`src/rtl/cra_seq_if.sv`:
```
// cra_seq_if: start/operand request and busy/done/result response of the sequential adder.
// Latency: none, plain wiring bundle.
// Backpressure: none carried here; the requester watches busy/done.
interface cra_seq_if #(
    parameter int WIDTH = 32
);
    logic             start;
    logic [WIDTH-1:0] a;
    logic [WIDTH-1:0] b;
    logic             cin;
    logic             sub;
    logic             busy;
    logic             done;
    logic [WIDTH-1:0] sum;
    logic             cout;
    logic             ovf;

    modport master (
        output start, a, b, cin, sub,
        input  busy, done, sum, cout, ovf
    );

    modport slave (
        input  start, a, b, cin, sub,
        output busy, done, sum, cout, ovf
    );
endinterface

```
`src/rtl/cra_seq.sv`:
```
// cra_seq: multi-cycle ripple-carry adder/subtractor, CHUNK bits per cycle, LSB slice first.
// Latency: WIDTH/CHUNK cycles from the accepting edge to the one-cycle done pulse.
// Backpressure: none; start is ignored while busy and accepted again in the done cycle.
module cra_seq #(
    parameter int WIDTH = 32,
    parameter int CHUNK = 8
) (
    input  logic     clk,
    input  logic     rst_n,
    cra_seq_if.slave io
);
    localparam int N  = WIDTH / CHUNK;
    localparam int CW = (N > 1) ? $clog2(N) : 1;
    localparam logic [CW-1:0] LAST = CW'(N - 1);

    localparam logic [0:0] IDLE = 1'b0;
    localparam logic [0:0] RUN  = 1'b1;

    logic [0:0]       state;
    logic [WIDTH-1:0] opa;
    logic [WIDTH-1:0] opb;
    logic [WIDTH-1:0] acc;
    logic             carry;
    logic [CW-1:0]    cnt;
    logic [WIDTH-1:0] sum_q;
    logic             cout_q;
    logic             ovf_q;
    logic             done_q;

    logic [31:0]      sh;
    logic [CHUNK-1:0] sa;
    logic [CHUNK-1:0] sb;
    logic [CHUNK:0]   sres;
    logic             msb_cin;
    logic [WIDTH-1:0] slice_mask;
    logic [WIDTH-1:0] acc_nxt;

    // One CHUNK-wide ripple slice selected by the counter, merged into the accumulator image.
    always_comb begin
        sh         = 32'(cnt) * 32'(CHUNK);
        sa         = CHUNK'(opa >> sh);
        sb         = CHUNK'(opb >> sh);
        sres       = {1'b0, sa} + {1'b0, sb} + {{CHUNK{1'b0}}, carry};
        // Carry into the top bit of the slice; only meaningful on the final slice (bit WIDTH-1).
        msb_cin    = sa[CHUNK-1] ^ sb[CHUNK-1] ^ sres[CHUNK-1];
        slice_mask = WIDTH'({CHUNK{1'b1}}) << sh;
        acc_nxt    = (acc & ~slice_mask) | (WIDTH'(sres[CHUNK-1:0]) << sh);
    end

    // Operation sequencing: capture on start, one slice per RUN cycle, publish results on the last slice.
    always_ff @(posedge clk or negedge rst_n) begin
        if (!rst_n) begin
            state  <= IDLE;
            opa    <= '0;
            opb    <= '0;
            acc    <= '0;
            carry  <= 1'b0;
            cnt    <= '0;
            sum_q  <= '0;
            cout_q <= 1'b0;
            ovf_q  <= 1'b0;
            done_q <= 1'b0;
        end else begin
            done_q <= 1'b0;
            case (state)
                IDLE: begin
                    if (io.start) begin
                        // Subtraction is a + ~b + 1, so cin is irrelevant in that mode.
                        opa   <= io.a;
                        opb   <= io.sub ? ~io.b : io.b;
                        carry <= io.sub ? 1'b1 : io.cin;
                        cnt   <= '0;
                        state <= RUN;
                    end
                end
                RUN: begin
                    acc   <= acc_nxt;
                    carry <= sres[CHUNK];
                    cnt   <= cnt + 1'b1;
                    if (cnt == LAST) begin
                        sum_q  <= acc_nxt;
                        cout_q <= sres[CHUNK];
                        ovf_q  <= msb_cin ^ sres[CHUNK];
                        done_q <= 1'b1;
                        state  <= IDLE;
                    end
                end
                default: state <= IDLE;
            endcase
        end
    end

    assign io.busy = (state == RUN);
    assign io.done = done_q;
    assign io.sum  = sum_q;
    assign io.cout = cout_q;
    assign io.ovf  = ovf_q;
endmodule
```
`src/flat_wrapper.sv`:
```
// flat-port wrapper written by rule: the top's interface ports become plain ports
module cra_seq_flat 
#(
    parameter int WIDTH = 32,
    parameter int CHUNK = 8
)
  (clk, rst_n, io_start, io_a, io_b, io_cin, io_sub, io_busy, io_done, io_sum, io_cout, io_ovf);
  cra_seq_if #(.WIDTH(WIDTH)) io_i ();
  input  logic clk;
  input  logic rst_n;
  input wire logic [$bits(io_i.start)-1:0] io_start;
  input wire logic [$bits(io_i.a)-1:0] io_a;
  input wire logic [$bits(io_i.b)-1:0] io_b;
  input wire logic [$bits(io_i.cin)-1:0] io_cin;
  input wire logic [$bits(io_i.sub)-1:0] io_sub;
  output wire logic [$bits(io_i.busy)-1:0] io_busy;
  output wire logic [$bits(io_i.done)-1:0] io_done;
  output wire logic [$bits(io_i.sum)-1:0] io_sum;
  output wire logic [$bits(io_i.cout)-1:0] io_cout;
  output wire logic [$bits(io_i.ovf)-1:0] io_ovf;
  assign io_i.start = io_start;
  assign io_i.a = io_a;
  assign io_i.b = io_b;
  assign io_i.cin = io_cin;
  assign io_i.sub = io_sub;
  assign io_busy = io_i.busy;
  assign io_done = io_i.done;
  assign io_sum = io_i.sum;
  assign io_cout = io_i.cout;
  assign io_ovf = io_i.ovf;
  cra_seq #(.WIDTH(WIDTH), .CHUNK(CHUNK)) u_core (.clk(clk), .rst_n(rst_n), .io(io_i));
endmodule
```
`config.mk`:
```
export PLATFORM = sky130hd
export DESIGN_NAME = cra_seq_flat
export DESIGN_NICKNAME = d
export VERILOG_FILES = /design/src/rtl/cra_seq_if.sv /design/src/rtl/cra_seq.sv /design/src/flat_wrapper.sv
export SDC_FILE = /design/constraint.sdc
export NUM_CORES = 1
export LEC_CHECK = 0
export BUFFER_PORTS_ARGS = -buffer_cell sky130_fd_sc_hd__buf_2
export CORE_MARGIN = 4
export CORE_UTILIZATION = 51
export CTS_CLUSTER_SIZE = 28
export DETAILED_ROUTE_END_ITERATION = 10
export GPL_TIMING_DRIVEN = 0
export PLACE_DENSITY = 0.85
export REMOVE_ABC_BUFFERS = 1
export SLEW_MARGIN = 20
export SYNTH_ARGS = -nofsm -noshare
export SYNTH_HDL_FRONTEND = slang
export SYNTH_SLANG_ARGS = --single-unit
```
`constraint.sdc`:
```
create_clock -name clk -period 3.6 [get_ports clk]
set_input_delay 0.18 -clock clk [delete_from_list [all_inputs] [get_ports clk]]
set_output_delay 0.18 -clock clk [all_outputs]
set_load 0.005 [all_outputs]
```
==> out/qor.yml <==
hold_class: "in -> reg"
yosysSeqAreaShare_pct: 54.1
slowest_delay_ns: 0.66
maxSlewViolCount: 0
wire_per_inst_um: 17.2
cts_tree: "built"
grt_pass1_wl_um: 22000
io-pin-count: 105
synth_flop_cell: "dfrtp_1"
core_area_um2: 11100
instances_no_fill: 779
clockBufferDepth: 2
max_slew_margin_pct: 38.0
critical_path_arrival_ns: 3.54
insertion_delay_ns: 0.42
start_util_pct: 53.0
clk_pin_slew_worst_paths_ns: 0.06
ys_warn_count: 0
synthArstFlopShare_pct: 100
drt-initial-drc-count: 276
dp_hpwl_um: 8810
fp.dieW_um: 115
synth_top_cells_by_count: "dfrtp_1 (127), nand2_1 (67), o21ai_0 (63), xnor2_1 (35)"
required_ns: 3.89
multi_input_area_um2: 2570
yosysMostFrequentCell: "dfrtp_1"
clock_skew_ns: 0.00711
synthCells: 497
hold_viol: 0
cp-start-kind: "register"
ys_types: 30
numPortBuffers: 104
die_area_um2: 13300
root_buffer: "clkbuf_16"
tns_ns: 0
crit_chain: "mux4_2 > fa_1 > fa_1 > a211oi_1 > o21ai_0 > xor2_2 > buf_4 > a21oi_1 > o21ai_0"
end_kind: "register"
via_count: 4278
path_class: "reg -> reg"
fillerInstances: 798
critPathSlowestCell: "dfrtp_4"
dieHeight_um: 115
rows: 38
gp_congestion: 0.797
drcViolationCount: 0
drive_gt1_share_pct: 31.1
antenna_found_initial: 0
fmax_mhz: 307
synth_top_area_share_pct: 54.1
tightest_slew_ns: 0.930
drt_wl_total_um: 13400
syn_area_per_cell_um2: 11.8
routed_via_density: 5.49
rsz0062_at_grt: "false"
antenna_cells_inserted: 0
syn_area_um2: 5870
synth_edf_count: 0
period_needed_ns: 3.25
drtAntennaViolNets: 0
syn_to_final_growth_pct: 27.4
synth_area_leaders: "dfrtp_1 (54%), mux2_2 (6.1%), mux4_2 (6.1%)"
report.power.total_mw: 8.74
grt_max_degree: 73
grt_overflow_total: 0
outcome: "completed"
setup_viol: 0
cellLeakagePower_nw: 3.49
cp_max_fo: 24
grt_pass1_vias: 4406
ff_latch_area_um2: 3190
ys_ff_latch: 127
yosys.area.top_type: "dfrtp_1"
grtUsageTotal_pct: 21.5
powerDensity_nw_per_um2: 1170
critical-path-top-delay-family: "adder cells"
irDropWorstVdd_mv: 0.754
clock_sinks: 127
worst-path-buf-inv: 1
r2r_slack_ns: 0.35
holdWs_ns: 0.00932
fin_nets: 708
timing.max_cap.violations: 0
fin_crit_sh_pct: 90.4
htreeDepth: 4
placed_cells: 716
dr.pass1.iters: 5
cts-buffers-inserted: 17
[worst reg2reg max path, delay by kind of cell (launching register included)]
family                     cells  cell delay [ns]
DFF                            1             0.66
muxes                          1             0.39
AOI/OAI and AO/OA              4             0.77
xor gates and xnor gates       1             0.21
adders and majority gates      2             0.93
buffers and inverters          1             0.15
[per-stage QoR]
step                      cell area, um^2  setup slack [ns]  util, %
final                                7480             0.347     67.5
after detailed placement             6540            -0.414     59.0
after floorplan                      5750            0.0738        -
after global routing                 7480             0.111     67.5
after global placement               6450            -0.753     58.2
after CTS                            7440            0.0633     67.2
[timing repair]
item	4_1_cts	5_1_grt
setup buffers	1	4
endpoints found under the setup margin	11	5
hold buffers	25	1
resized for setup	3	1
pin swaps	0	1
hold endpoints to repair	79	1
cloned	0	0
[where the power goes]
group	internal (mW)	switching [mW]
Combinational	1.91	2.51
Sequential	2.10	0.400
Clock	1.21	0.619
[placed cells by master (no fill, tap or decap), types with 4 or more instances in the layout]
master,count
dfrtp_1,125
buf_2,103
nand2_1,65
o21ai_0,63
xnor2_1,35
mux2_2,32
a22o_1,32
a21oi_1,26
dlygate4sd3_1,26
nor2b_1,21
clkbuf_16,17
mux4_2,16
ha_1,11
nor2_1,6
clkinv_2,5
inv_1,4
o211ai_1,4
nor3_1,4
bufinv_16,4
buf_4,4
[metal layers]
layer  vias to the layer above  track usage [%]  share of wire [%]
met1                      2097             28.4                 43
met2                       136             34.5                 50
met5                         -                0                  0
met4                         0             5.63                1.2
li1                       2023                -                  -
met3                        22             6.95                5.9
[flip-flops by register name (all words and copies together) (netlist names), 2 cells and up]
register       count
u_core.acc        24
u_core.cnt         2
u_core.io.sum     32
u_core.opa        32
u_core.opb        32
[worst paths after layout]
check,start,endpoint,cells after the start
worst max-delay path,u_core.cnt[1]$_DFFE_PN0P_,u_core.io.sum[22]$_DFFE_PN0P_,9
min in group asynchronous,rst_n,u_core.opa[8]$_DFFE_PN0P_,2
worst max register to register,u_core.cnt[1]$_DFFE_PN0P_,u_core.io.sum[22]$_DFFE_PN0P_,9
worst min register to register,u_core.io.sum[18]$_DFFE_PN0P_,u_core.io.sum[18]$_DFFE_PN0P_,2
max in group asynchronous,rst_n,u_core.cnt[1]$_DFFE_PN0P_,3
worst min-delay path,io_a[5],u_core.opa[5]$_DFFE_PN0P_,2
[logic make-up (layout without fill, tap and decap cells)]
kind of cell | count (synthesis) | in the layout | share of synthesized area, %
AND/OR/NAND/NOR | 102 | 102 | 7.67
AO/OA/AOI/OAI | 135 | 135 | 14.6
buffers and inverters | 33 | 175 | 2.36
multiplexers | 48 | 48 | 12.3
XOR/XNOR | 39 | 39 | 5.94
adder cells (fa/ha/maj) | 13 | 13 | 3.02
flip-flops | 127 | 127 | 54.1
[cell type report]
class | instances | share of cell area [%]
Clock buffer | 21 | 6.29
Clock inverter | 11 | 2.16
Inverter | 5 | 0.251
Multi-Input combinational cell | 337 | 34.4
Sequential cell | 127 | 42.6
Tap cell | 140 | 2.34
Timing Repair Buffer | 138 | 12.0
No activity file was read; power rests on OpenSTA's default activity.
